===== src/rtl/scope_capture_ctrl.sv =====
// Oscilloscope capture sequencer: triggers, fills the back bank of a ping-pong line buffer
// and swaps banks on a vsync falling edge. Optional forced trigger under `AUTO_TRIG_EN.
module scope_capture_ctrl #(
  parameter int DATA_W       = 8,
  parameter int DEPTH        = 640,
  parameter int ADDR_W       = 10,
  parameter int AUTO_TIMEOUT = 100000
) (
  input  logic              clock,
  input  logic              reset,
  input  logic              run,
  input  logic              trig_slope,
  input  logic [DATA_W-1:0] trig_level,
  input  logic              sample_valid,
  input  logic [DATA_W-1:0] sample,
  input  logic              vga_vsync,
  output logic              wr_en,
  output logic [ADDR_W:0]   wr_addr,
  output logic [DATA_W-1:0] wr_data,
  output logic              disp_bank,
  output logic              capturing,
  output logic              frame_swapped
);

  typedef enum logic [1:0] {IDLE, ARM, CAPTURE, WAIT_VB} state_t;

  localparam logic [ADDR_W-1:0] LAST_IDX = ADDR_W'(DEPTH - 1);

  state_t              state, state_d;
  logic [ADDR_W-1:0]   idx, idx_d;
  logic                disp_bank_d;
  logic                swap_d;
  logic                wr_en_d;
  logic [ADDR_W:0]     wr_addr_d;
  logic [DATA_W-1:0]   prev_sample;
  logic                prev_valid, prev_valid_d;
  logic                vsync_p1;
  logic                vsync_fall;
  logic                enter_arm;
  logic                force_trig;
  logic                trig_hit;

  function automatic logic level_crossed(input logic              slope,
                                         input logic [DATA_W-1:0] prev,
                                         input logic [DATA_W-1:0] cur,
                                         input logic [DATA_W-1:0] lvl);
    if (slope) return (prev > lvl) && (cur <= lvl);
    else       return (prev < lvl) && (cur >= lvl);
  endfunction

`ifdef AUTO_TRIG_EN
  localparam int CNT_W = $clog2(AUTO_TIMEOUT + 1);
  localparam logic [CNT_W-1:0] CNT_LAST = CNT_W'(AUTO_TIMEOUT - 1);

  logic [CNT_W-1:0] arm_cnt;

  // Saturates at the last count so the forced trigger stays pending until a sample arrives.
  always_ff @(posedge clock) begin
    if (reset || enter_arm || state != ARM) arm_cnt <= '0;
    else if (arm_cnt != CNT_LAST)           arm_cnt <= arm_cnt + CNT_W'(1);
  end

  assign force_trig = (arm_cnt == CNT_LAST);
`else
  assign force_trig = 1'b0;
`endif

  assign vsync_fall = vsync_p1 & ~vga_vsync;
  assign trig_hit   = sample_valid &&
                      ((prev_valid && level_crossed(trig_slope, prev_sample, sample, trig_level)) ||
                       force_trig);
  assign capturing  = (state == CAPTURE);

  always_comb begin
    state_d     = state;
    idx_d       = idx;
    disp_bank_d = disp_bank;
    swap_d      = 1'b0;
    wr_en_d     = 1'b0;
    wr_addr_d   = {~disp_bank, idx};
    enter_arm   = 1'b0;
    case (state)
      IDLE: begin
        if (run) begin
          state_d   = ARM;
          enter_arm = 1'b1;
        end
      end
      ARM: begin
        if (!run) begin
          state_d = IDLE;
        end else if (trig_hit) begin
          wr_en_d   = 1'b1;
          wr_addr_d = {~disp_bank, {ADDR_W{1'b0}}};
          idx_d     = ADDR_W'(1);
          state_d   = (DEPTH == 1) ? WAIT_VB : CAPTURE;
        end
      end
      CAPTURE: begin
        if (sample_valid) begin
          wr_en_d = 1'b1;
          if (idx == LAST_IDX) state_d = WAIT_VB;
          else                 idx_d   = idx + ADDR_W'(1);
        end
      end
      WAIT_VB: begin
        if (vsync_fall) begin
          disp_bank_d = ~disp_bank;
          swap_d      = 1'b1;
          if (run) begin
            state_d   = ARM;
            enter_arm = 1'b1;
          end else begin
            state_d = IDLE;
          end
        end
      end
      default: state_d = IDLE;
    endcase
    // Fresh arming discards history so a trigger needs two new samples.
    if (enter_arm)         prev_valid_d = 1'b0;
    else if (sample_valid) prev_valid_d = 1'b1;
    else                   prev_valid_d = prev_valid;
  end

  // Registered write port and control state
  always_ff @(posedge clock) begin
    if (reset) begin
      state         <= IDLE;
      idx           <= '0;
      disp_bank     <= 1'b0;
      prev_sample   <= '0;
      prev_valid    <= 1'b0;
      vsync_p1      <= 1'b1;
      wr_en         <= 1'b0;
      wr_addr       <= '0;
      wr_data       <= '0;
      frame_swapped <= 1'b0;
    end else begin
      state         <= state_d;
      idx           <= idx_d;
      disp_bank     <= disp_bank_d;
      prev_valid    <= prev_valid_d;
      vsync_p1      <= vga_vsync;
      wr_en         <= wr_en_d;
      frame_swapped <= swap_d;
      if (sample_valid) prev_sample <= sample;
      if (wr_en_d) begin
        wr_addr <= wr_addr_d;
        wr_data <= sample;
      end
    end
  end

endmodule


===== config.mk =====
export PLATFORM = sky130hd
export DESIGN_NAME = scope_capture_ctrl
export DESIGN_NICKNAME = d
export VERILOG_FILES = /design/src/rtl/scope_capture_ctrl.sv
export SDC_FILE = /design/constraint.sdc
export NUM_CORES = 1
export LEC_CHECK = 0
export ABC_AREA = 0
export CAP_MARGIN = 20
export CORE_UTILIZATION = 45
export CTS_BUF_LIST = sky130_fd_sc_hd__clkbuf_2 sky130_fd_sc_hd__clkbuf_4 sky130_fd_sc_hd__clkbuf_8
export DETAILED_ROUTE_END_ITERATION = 8
export PLACE_DENSITY = 0.77
export SLEW_MARGIN = 40
export SYNTH_ARGS = -nofsm -noshare
export SYNTH_HDL_FRONTEND = slang
export SYNTH_SLANG_ARGS = --single-unit

===== constraint.sdc =====
create_clock -name clock -period 3.5 [get_ports clock]
set_input_delay 0.525 -clock clock [delete_from_list [all_inputs] [get_ports clock]]
set_output_delay 0.525 -clock clock [all_outputs]
set_load 0.02 [all_outputs]

==> metrics <==
Slew Limit Fails 0; Max Clk Rate 329.5 MHz; TNS Setup 0 ns; routability cong. 0.7864; largest area contributor in the netlist dfxtp_1; critical path class in -> reg; Remaining Overflow, GRT 0; mux cell area share after synthesis 10.31%; CTS resizes 0; Post-synth EDFFs 0; Fillers 479; Nets 367; cell-by-cell trace of the critical path clkdlybuf4s50_1 > inv_1 > ha_1 > nand4_1 > a21o_1 > a2111oi_2 > or3_4 > a31o_2 > buf_4 > mux2i_1; share of cells above drive strength 1 7.430%; CTS buffer count 5; Area Growth Syn to Fin 23.92%; simple-gate share of the synthesized area 16.72%; top cells by instance count after synthesis dfxtp_1 (44), mux2i_1 (25), nor2_1 (23); root buffer cell clkbuf_8; clk buf depth 2; Clock Latency Late Sink 0.30 ns; DRT Pass-1 Iters 5; CTS Hold Buffers Added 0; Die X 77.09 um; largest family of logic cells by synthesized area compound AO/OA/AOI/OAI gates; post-synthesis adder-cell area fraction 10.85%; leakage power 1.245 nW; Cell Area, Synth 0.002537 sq mm; Syn Area/Cell 9.030 sq um; CP Max Fanout 6; Synth Area in Compound Gates 21.94%; startpoint types input port; Avg Vias per Cell 5.878; routed len/inst 15.18 um; Crit path required time 3.73 ns; placed insts 386; ys async rst share 0%; Final Hold Viols 0; largest net degree at the start of global routing 38; WP data arrival 3.27 ns; Final setup viols 0; max-cap violations 0; # IOs 45; clock sink count 44; #FFs+latches synth 44; Total GRT Usage 21.45%; Cells after Synth 281; Antenna Violating Nets Remaining 0; hold crit path type reg -> reg; crit path time final 3.035 ns; Initial Util 48.15%; first-pass GRT wire length 10,240 um; relative slew slack 54.53%; Cell variety after synth 51; clk_skew 0.007444 ns; post-synthesis sequential area ratio 34.71%; core area 0.005270 sq mm; ys flop type dfxtp_1; most instantiated library cell after synthesis dfxtp_1; status finished clean; Yosys top cell area share 34.71%; Worst path slowest cell a2111oi_2; RSZ-0062 raised after global routing no; Tightest Pin Transition 0.6810 ns; syn_nets 325; Chip Height 77.09 um; drt total wl 5967 um; row count 26; routed via count 2,310; ANT cells 0; synth top area cells dfxtp_1 (35%), ha_1 (11%), mux2i_1 (9.9%); Tot Pwr 1.116 mW; YS warnings 0; number of DRC violations after detailed-routing iteration 0 169; CTS tree built; Worst VDD drop 0.0001799 V; # port buffers 44; DRC 0; Setup Fix Bufs, Post-CTS 0; H-tree Lvls 2; fin cells 393; clk slew on worst S/H paths 0.08 ns; XOR/XNOR Fraction of Synth Area 0.3452%; Total Die Area 0.005943 sq mm; slowest cell delay on critical path 0.55 ns; vias in the first global route 2,201; initial antenna violation count 0; Fin Hold WS 0.4589 ns; Crit. End Element register; Tcrit/Tclk final 86.71%; Post-DP HPWL 4230 um; PD cells 354.8 mW/mm^2
==> kinds of logic after synthesis <==
group           after synthesis
flops                        44
compound gates               73
mux                          26
xor+xnor                      1
buf+inv                      32
simple gates                 83
fa+ha+maj                    22
==> worst max-delay path, delay by kind of cell <==
kind            cells  cell delay (ns)
fa+ha+maj           1             0.30
simple gates        2             0.45
mux                 1             0.21
compound gates      3             1.07
buf+inv             3             0.72
==> state kept, by name, summed over array words and instances, names as in the netlist, named ones only <==
signal         flops
state              1
vsync_p1           1
wr_en              1
prev_valid         1
idx               10
wr_addr           11
disp_bank          1
frame_swapped      1
prev_sample        8
wr_data            8
==> power by group <==
part | switching [mW] | internal [mW]
clock network | 0.172 | 0.176
logic | 0.144 | 0.0973
registers | 0.0128 | 0.514
==> layer usage <==
metal | track usage [%] | vias to the layer above | routed length, um
li1 | - | 1123 | -
met1 | 27.25 | 1114 | 2782
met2 | 35.80 | 64 | 2774
met3 | 4.286 | 9 | 304
met4 | 7.736 | 0 | 106
met5 | 0 | - | 0
==> worst paths after layout <==
kind | startpoint | endpoint | slack [ns] | cells past startpoint
max | trig_level[7] | wr_data[3] | 0.47 | 10
min | wr_data[2] | wr_data[2] | 0.46 | 2
max reg2reg | prev_sample[2] | wr_data[3] | 0.89 | 9
min reg2reg | wr_data[2] | wr_data[2] | 0.46 | 2
==> placed cells by master, fill, tap and decap left out, drive strengths merged, types with 2 or more instances in the layout <==
cell,count
dfxtp,44
clkdlybuf4s50,44
mux2i,25
nor2,23
nand2,22
ha,22
a21oi,18
inv,16
o21ai,11
a32o,10
nand3,9
o211ai,9
nand4,7
clkbuf,7
buf,7
and3,6
nor2b,5
a21boi,2
o21a,2
a21o,2
o311a,2
and4,2
a211oi,2
o31ai,2
o311ai,2
or3,2
a31oi,2
a31o,2
==> cell type report <==
class,count,area (sq um),area share [%]
clock buffer,7,96.34,3.064
inverter,16,60.06,1.910
multi-input combinational,205,1526,48.55
sequential,44,880.8,28.01
tap,70,87.58,2.786
timing repair buffer,51,493.0,15.68
==> metrics by stage <==
stage	instance area, sq um	setup WS, ns	utilization (%)
after global routing	3144	0.2499	59.66
after CTS	3144	0.4627	59.66
after floorplan	2537	0.7733	-
final	3144	0.4652	59.66
after detailed placement	3048	0.1658	57.83
after global placement	3048	0.2155	57.83
Power figures use the tool's default switching activity.
